[src/rtl/parity_frame_sequencer.sv]
// parity_frame_sequencer: feeds a latched data word LSB-first through a
// bit-serial running-parity tracker, compares the result against the received
// parity bit, pulses done, and keeps a saturating count of failed frames.
module parity_frame_sequencer #(
    parameter int WIDTH = 8,
    parameter int ODD   = 0,
    parameter int CNT_W = 8
) (
    input  logic             clk,
    input  logic             rst,
    input  logic             start,
    input  logic [WIDTH-1:0] data_in,
    input  logic             par_in,
    input  logic             clr_err,
    output logic             busy,
    output logic             ser_valid,
    output logic             ser_bit,
    output logic             running_par,
    output logic             done,
    output logic             parity_ok,
    output logic [CNT_W-1:0] err_count
);

    localparam int               IDX_W    = $clog2(WIDTH);
    localparam logic [IDX_W-1:0] LAST_IDX = IDX_W'(WIDTH - 1);
    localparam logic             ODD_BIT  = (ODD != 0);

    typedef enum logic [1:0] {
        IDLE  = 2'd0,
        SHIFT = 2'd1,
        CHECK = 2'd2
    } state_t;

    state_t           state;
    state_t           state_next;
    logic [WIDTH-1:0] shift_reg;
    logic             par_lat;
    logic [IDX_W-1:0] idx;
    logic             ok_reg;
    logic             ok_now;
    logic             accept;

    // Counter increment that sticks at all-ones instead of wrapping.
    function automatic logic [CNT_W-1:0] sat_inc(input logic [CNT_W-1:0] v);
        if (&v) begin
            return v;
        end
        return v + CNT_W'(1);
    endfunction

    // State register.
    always_ff @(posedge clk or posedge rst) begin
        if (rst) begin
            state <= IDLE;
        end else begin
            state <= state_next;
        end
    end

    // Next-state decode and per-state control outputs.
    always_comb begin
        state_next = state;
        accept     = 1'b0;
        busy       = 1'b0;
        ser_valid  = 1'b0;
        ser_bit    = 1'b0;
        done       = 1'b0;
        case (state)
            IDLE: begin
                if (start) begin
                    accept     = 1'b1;
                    state_next = SHIFT;
                end
            end
            SHIFT: begin
                busy      = 1'b1;
                ser_valid = 1'b1;
                ser_bit   = shift_reg[0];
                if (idx == LAST_IDX) begin
                    state_next = CHECK;
                end
            end
            CHECK: begin
                busy       = 1'b1;
                done       = 1'b1;
                state_next = IDLE;
            end
            default: begin
                state_next = IDLE;
            end
        endcase
    end

    // Parity verdict: live compare during CHECK, registered copy otherwise.
    assign ok_now    = ~(running_par ^ par_lat ^ ODD_BIT);
    assign parity_ok = done ? ok_now : ok_reg;

    // Frame latch, serial shifter, bit index and running parity.
    always_ff @(posedge clk or posedge rst) begin
        if (rst) begin
            shift_reg   <= '0;
            par_lat     <= 1'b0;
            idx         <= '0;
            running_par <= 1'b0;
        end else if (accept) begin
            shift_reg   <= data_in;
            par_lat     <= par_in;
            idx         <= '0;
            running_par <= 1'b0;
        end else if (ser_valid) begin
            running_par <= running_par ^ shift_reg[0];
            shift_reg   <= shift_reg >> 1;
            idx         <= idx + IDX_W'(1);
        end
    end

    // Held verdict and error counter; a clear beats a same-edge increment.
    always_ff @(posedge clk or posedge rst) begin
        if (rst) begin
            ok_reg    <= 1'b0;
            err_count <= '0;
        end else begin
            if (done) begin
                ok_reg <= ok_now;
            end
            if (clr_err) begin
                err_count <= '0;
            end else if (done && !ok_now) begin
                err_count <= sat_inc(err_count);
            end
        end
    end

endmodule

[config.mk]
export PLATFORM = sky130hd
export DESIGN_NAME = parity_frame_sequencer
export DESIGN_NICKNAME = d
export VERILOG_FILES = /design/src/rtl/parity_frame_sequencer.sv
export SDC_FILE = /design/constraint.sdc
export NUM_CORES = 1
export LEC_CHECK = 0
export CORE_MARGIN = 1.5
export CORE_UTILIZATION = 44
export CTS_BUF_LIST = sky130_fd_sc_hd__clkbuf_16
export DETAILED_ROUTE_END_ITERATION = 16
export PLACE_DENSITY = 0.85
export SYNTH_ARGS = -nofsm -noshare
export SYNTH_HDL_FRONTEND = slang
export SYNTH_SLANG_ARGS = --single-unit
[constraint.sdc]
create_clock -name clk -period 2.05 [get_ports clk]
set_clock_uncertainty 0.2 [all_clocks]
set_input_delay 0.205 -clock clk [delete_from_list [all_inputs] [get_ports clk]]
set_output_delay 0.205 -clock clk [all_outputs]
set_load 0.05 [all_outputs]
Yosys cells after proc, flatten, opt, wreduce, memory -nomap -nowiden
Index checks and enable logic that the tools add are counted.

Add/subtract/negate cells: 2. Multiply operators: 0. Div/mod/pow operators: 0. Magnitude comparators: 0. Equal/unequal tests: 6. Shift-type cells: 0. Multiplexer cells: 22. Bitwise logic cells: 3. Reduce and logical (&&, ||, !) cells: 8.

Operator list (count): two-way mux 8 bit (5); two-way mux 1 bit (12); adder 8 x 1 -> 8 bit, second input constant (1); AND reduction 8 bit (1); two-way mux 3 bit (2); two-way mux 2 bit (2); != test 2 bit, second input constant (2); case mux 2 bit (2 select lines) (1); AND reduction 2 bit (2); nonzero test 2 bit (2); adder 3 x 1 -> 3 bit, second input constant (1); == test 3 bit, second input constant (1); != test 3 bit, second input constant (1); == test 2 x 1 -> 1 bit, second input constant (1); == test 2 bit, second input constant (1); zero test 2 bit (1); OR reduction 2 bit (1); XOR 1 bit (2); logical AND 1 bit (1); NOT 1 bit (1).

Register bits: 24. Bits in latches: 0. Bits in writable memories: 0. ROM bits: 0. Input port bits: 13. Output and inout bits: 14. Logic and storage cells: 48. Memories kept: 0.

Longest topological paths before layout
Gate-level depths: netlist (run 1).

Depth after elaboration: 8. Gate-level depth with buffers: 7. Depth with buffers taken out: 6.

Worst setup path after synthesis (run 1)
Ideal clock, no wire load.

Path type: register -> register. Start point: register state[0]. End point: register ok_reg. Setup time: 0.214 ns. Arrival: 1.938 ns. Data required time: 1.636 ns. Setup slack: -0.303 ns. Stages on the path, launching flop included: 5. Buffers on the path: 0. Period minus slack after synthesis: 2.353 ns. Path through: dfrtp_1 -> inv_1 -> ha_1 -> nor2_1 -> a21oi_1.

Longest elaborated chain between the ends: 3.

RTL lines: start, declared (RTL line 34) `state_t state;`; start signal, assigned (RTL line 56) `state <= state_next;`; == test 2 bit (RTL line 68) `case (state)`; two-way mux 1 bit (RTL line 68); named net done (RTL line 19) `output logic done,`; two-way mux 1 bit; named net parity_ok (RTL line 20) `output logic parity_ok,`; end signal, assigned (RTL line 124) `ok_reg <= ok_now;`; end, declared (RTL line 39) `logic ok_reg;`.

The timed path passes the listed nets, and every way through them passes these cells. A chain may end at the register's enable or synchronous reset.

Worst setup path in the final report (run 1)
Start point: register err_count[3]. End point: output err_count[3].

RTL lines: start, declared (RTL line 21) `output logic [CNT_W-1:0] err_count`; start signal, assigned (RTL line 129) `err_count <= sat_inc(err_count);`.

No word-level cell between the ends.

==> run_results.csv, run 1 <==
group,metric,value,unit
final_layout,final.fill_count,214,
drt,drt_wl_total,2400,µm
clock_tree,clk_pin_slew,0.06,ns
power_and_ir_drop,finalPower,2150,µW
drt,routed_via_density,5.34,
placement,dp_cells,177,
sta,setup_ws,0.0986,ns
setup_path,crit_type,"flop to output port",
flow_run,maxCapViolCount,0,
drt,firstDrtPassIters,5,
drt,final_antenna_net_count,0,
power_and_ir_drop,peakVddDrop,785,µV
setup_path,path_max_fanout,7,
sta,finalCriticalPeriod,1.95,ns
placement,portBuffers,26,
synthesis,syn_avg_cell_area,10.1,µm²
setup_path,crit_end,"err_count[3]",
final_layout,fin_nets,172,
global_routing,grt_pass1_vias,992,
setup_path,r2r-start,"state[0]",
sta,setup_violations,0,
final_layout,utilization,66.1,%
global_routing,gr-total-overflow,0,
placement,dp_slack,0.0928,ns
placement,hpwlAfterDp,1790,µm
setup_path,cp-startpoint,"err_count[3]",
synthesis,synth_flop_cell,"dfrtp_1",
die,ioPinCount,27,
final_layout,drive_above_1_share,14.6,%
setup_path,critical-path-top-delay-family,"buffers and inverters",
clock_tree,insertion_delay,0.26,ns
clock_tree,cts_max_level,1,
synthesis,synth_edf_count,0,
global_routing,grt_max_degree,25,
sta,slew_headroom,66.4,%
setup_path,crit_path_start_kind,"flop",
global_routing,antenna_found_initial,0,
drt,wire_per_inst,13.2,µm
die,core,0.00254,mm²
synthesis,ys_types,28,
setup_path,worstReg2RegEnd,"err_count[5]",
clock_tree,clockRootBuffer,"clkbuf_16",
synthesis,yosysSeqAreaShare,49.2,%
clock_tree,cts_sinks,24,
drt,drt_iter0_drc,11,
sta,timing.fmax,512,MHz
worst_hold_path,hold_path.class,"primary input to asynchronous set/reset pin",
synthesis,synth.largest_area_cell,"dfrtp_1",
power_and_ir_drop,power.density,1280,mW/mm²
die,die_w,55.7,µm
final_layout,final_cells,181,
die,initial_core_util,48.0,%
setup_path,rrSetupSlack,0.11,ns
sta,rsz0062_at_grt,"no",
synthesis,ys_ff_latch,24,
setup_path,rr_worst_depth,6,
final_layout,num_antenna_cells,0,
sta,timing.final.crit_share,95.2,%
drt,vias,966,
synthesis,synth_cells,121,
global_routing,grt_usage,16.4,%
setup_path,path_cells,"clkdlybuf4s50_1",
clock_tree,post-cts-setup-buffers,0,
synthesis,syn_area,0.00122,mm²
synthesis,synth_area_leaders,"dfrtp_1 (49%), mux2i_1 (9.0%), ha_1 (7.2%)",
synthesis,ys_async_sr_fraction,100,%
die,die-area,0.00310,mm²
sta,timing.hold.ws,0.0854,ns
setup_path,crit_buf_inv,1,
synthesis,synthesis.nets,141,
sta,hold_viol_final,0,
setup_path,cp.arrival,1.55,ns
die,dieHeight,55.7,µm
clock_tree,cts_max_path_buffers,2,
setup_path,end_kind,"output port",
sta,tightest_slew,0.503,ns
placement,place_congestion,0.808,
die,rows,18,
final_layout,areaGrowthSynthToFinish,37.8,%
global_routing,grt_pass1_wl,4070,µm
setup_path,worstSetupPathDepth,1,
power_and_ir_drop,power_leakage,0.000752,µW
setup_path,cp.required,1.64,ns
drt,drc,0,
setup_path,cpMaxStageDelayCell,"clkdlybuf4s50_1",
synthesis,synth_top_area_share,49.2,%
final_layout,seq_area,601,µm²
clock_tree,cts_tree,"yes",
status,status,"complete, no violations",
setup_path,critPathMaxStageDelay,0.84,ns
sta,maxSlewViolCount,0,
clock_tree,numCtsBuffers,3,
final_layout,multi_input_area,592,µm²
synthesis,synth_warnings,0,
## Yosys cell counts, drive strengths merged (2+ instances only)
library cell / number
dfrtp: 24
o21ai: 17
nand2: 12
mux2i: 11
nor2: 9
ha: 7
a21oi: 5
clkbuf: 4
inv: 4
nand3: 4
nor2b: 4
and2: 2
o41ai: 2
or3: 2
xnor2: 2
xor2: 2
## cell usage in the layout (no fill, tap or decap), types with 2 or more instances in the layout
cell / count
inv_1: 3
o41ai_1: 2
buf_4: 7
buf_12: 4
mux2i_1: 11
nand2_1: 12
or3_1: 2
nor2_1: 9
nor2b_1: 4
nand3_1: 4
xnor2_1: 2
ha_1: 6
o21ai_0: 17
a21oi_1: 4
clkbuf_16: 3
clkdlybuf4s50_1: 20
dfrtp_1: 24
## routing by layer
layer	up-vias	wire (µm)	GRT usage [%]
li1	475	-	-
met1	447	961	17.6
met3	8	126	3.95
met5	-	0	0
met2	36	1270	30.8
met4	0	43	5.92
## layout make-up
| cell class | instances | share of cell area, % |
|---|---|---|
| tap | 30 | 2.23 |
| clock buffer | 3 | 4.46 |
| sequential | 24 | 35.7 |
| clock inverter | 1 | 1.78 |
| inverter | 4 | 0.892 |
| timing repair buffer | 31 | 19.8 |
| multi-input combinational | 88 | 35.2 |
## worst min path at each step
stage | end | slack (ns) | from
after CTS | err_count[3] | 0.10 | rst
after detailed placement | shift_reg[7] | 0.34 | shift_reg[7]
after floorplan | err_count[0] | 0.02 | rst
after global placement | idx[1] | 0.31 | idx[1]
final | shift_reg[7] | 0.09 | rst
after global routing | err_count[3] | 0.15 | rst
## metrics by stage
stage               area, µm²  TNS (ns)
finish                   1680         0
global route             1680         0
CTS                      1680         0
detailed placement       1580         0
global placement         1580         0
floorplan                1230   -0.0611
## power by group
| group | total, µW | internal (µW) | switching [µW] | leakage, µW |
|---|---|---|---|---|
| clock | 549 | 388 | 161 | 0.0000511 |
| sequential | 708 | 617 | 91.4 | 0.000314 |
| combinational | 890 | 404 | 486 | 0.000387 |
| total | 2150 | 1410 | 739 | 0.000752 |
## cell families after synthesis
logic type | synth area share [%]
flops | 49.2
buf+inv | 2.97
mux | 9.94
compound gates | 12.3
fa+ha+maj | 7.17
simple gates | 15.0
xor+xnor | 3.48
## what timing repair did
action,in CTS,in global routing
endpoints found under the setup margin,0,1
hold buffers,0,0
resized for setup,0,1
Note: power is estimated with default switching activity, not from simulation.
==> inputs of run 2 (changes only) <==
- TNS_END_PERCENT: default -> 10
==> run_results.csv, run 2 (synthesis results as in run 1) <==
group,metric,value,unit
setup_path,cp.required,1.64,ns
power_and_ir_drop,power_leakage,0.000735,µW
sta,tightest_slew,0.500,ns
die,core,0.00254,mm²
final_layout,seq_area,601,µm²
setup_path,critical-path-top-delay-family,"buffers and inverters",
global_routing,gr-total-overflow,0,
die,ioPinCount,27,
power_and_ir_drop,sequentialPowerShare,35.2,%
final_layout,drive_above_1_share,12.8,%
die,die_w,55.7,µm
drt,routed_via_density,5.38,
sta,timing.final.crit_share,95.6,%
setup_path,crit_path_start_kind,"flop",
die,die-area,0.00310,mm²
power_and_ir_drop,p_clk_share,20.6,%
worst_hold_path,hold_path.class,"primary input to asynchronous set/reset pin",
setup_path,cp.arrival,1.55,ns
clock_tree,cts_sinks,24,
drt,drc,0,
clock_tree,hold_buffers,0,
clock_tree,cts_max_path_buffers,2,
final_layout,fin_nets,171,
sta,slew_headroom,66.6,%
status,status,"complete, no violations",
clock_tree,clockRootBuffer,"clkbuf_16",
clock_tree,post-cts-setup-buffers,0,
setup_path,crit_type,"flop to output port",
clock_tree,clk_pin_slew,0.06,ns
drt,final_antenna_net_count,0,
sta,maxSlewViolCount,0,
global_routing,grt_usage,17.2,%
sta,timing.hold.ws,0.0941,ns
setup_path,critPathMaxStageDelay,0.84,ns
clock_tree,post_cts_resize_count,0,
setup_path,path_cells,"clkdlybuf4s50_1",
power_and_ir_drop,power.switching,739,µW
drt,wire_per_inst,13.3,µm
final_layout,final.fill_count,215,
setup_path,cpMaxStageDelayCell,"clkdlybuf4s50_1",
final_layout,utilization,64.6,%
drt,drt_wl_total,2380,µm
clock_tree,cts_tree,"yes",
placement,portBuffers,26,
global_routing,grt_max_degree,25,
drt,drt_iter0_drc,16,
drt,vias,963,
drt,firstDrtPassIters,4,
power_and_ir_drop,intPower,1270,µW
sta,timing.fmax,510,MHz
sta,rsz0062_at_grt,"no",
final_layout,multi_input_area,591,µm²
final_layout,mostFrequentLayoutCells,"dfrtp_1 (24), clkdlybuf4s50_1 (20), o21ai_0 (17)",
power_and_ir_drop,p_comb_share,44.2,%
sta,setup_violations,0,
flow_run,maxCapViolCount,0,
global_routing,grt_pass1_vias,947,
placement,hpwlAfterDp,1770,µm
clock_tree,numCtsBuffers,3,
die,dieHeight,55.7,µm
die,initial_core_util,48.0,%
global_routing,antenna_found_initial,0,
sta,hold_viol_final,0,
power_and_ir_drop,power.density,1220,mW/mm²
setup_path,path_max_fanout,7,
final_layout,areaGrowthSynthToFinish,34.6,%
clock_tree,insertion_delay,0.25,ns
power_and_ir_drop,peakVddDrop,953,µV
placement,place_congestion,0.819,
setup_path,end_kind,"output port",
clock_tree,cts_max_level,1,
die,rows,18,
final_layout,final_common_cell,"dfrtp_1",
setup_path,crit_buf_inv,1,
global_routing,grt_pass1_wl,4280,µm
power_and_ir_drop,switching_share,36.8,%
sta,finalCriticalPeriod,1.96,ns
final_layout,num_antenna_cells,0,
[run 2: changes by cell type in the layout (fill, tap and decap cells not counted), sizes merged]
cell | before | now
buf | 11 | 10
bufinv | 1 | 0
[run 2: per-stage QoR]
step / setup WS [ns] / instance area (µm²) / cells / setup TNS, ns / total power [µW]
finish: 0.0901 / 1640 / 179 / 0 / 2010
global route: 0.00177 / 1640 / 179 / 0 / 2140
CTS: 0.0671 / 1640 / 179 / 0 / 2020
detailed placement: 0.0739 / 1570 / 176 / 0 / 1600
global placement: 0.193 / 1570 / 176 / 0 / 1550
floorplan: -0.239 / 1220 / 121 / -0.523 / 1300
[run 2: worst paths after layout]
| kind | to | slack, ns | cells past startpoint | startpoint |
|---|---|---|---|---|
| max in group asynchronous | shift_reg[3] | 1.32 | 3 | rst |
| worst min-delay path | shift_reg[7] | 0.09 | 3 | rst |
| worst max register to register | err_count[5] | 0.10 | 4 | running_par |
| min in group clk | shift_reg[0] | 0.30 | 3 | data_in[0] |
| worst max-delay path | err_count[3] | 0.09 | 1 | err_count[3] |
| worst min register to register | idx[1] | 0.33 | 2 | idx[1] |
[run 2: power by group through the flow]
stage / Sequential (µW) / Clock [µW] / Combinational, µW
3_3_place_gp: 698 / 0 / 856
3_5_place_dp: 713 / 0 / 885
5_1_grt: 726 / 451 / 962
2_1_floorplan: 715 / 0 / 589
4_1_cts: 706 / 420 / 891
6_report: 707 / 412 / 886
[run 2: layout make-up]
class                   count  share of cell area, %
inverters                   4                  0.913
multi-input cells          88                   35.9
repair buffers             30                   19.8
well taps                  30                   2.28
clock buffers               3                   4.57
flip-flops and latches     24                   36.5
[run 2: layer usage]
layer	up-vias	part of all wire, %	wire length [µm]	GRT usage, %
met5	-	0	0	0
met4	0	2.4	57	5.92
met3	9	4.9	116	3.95
met2	30	48	1130	28.2
met1	454	45	1080	22.3
li1	470	-	-	-
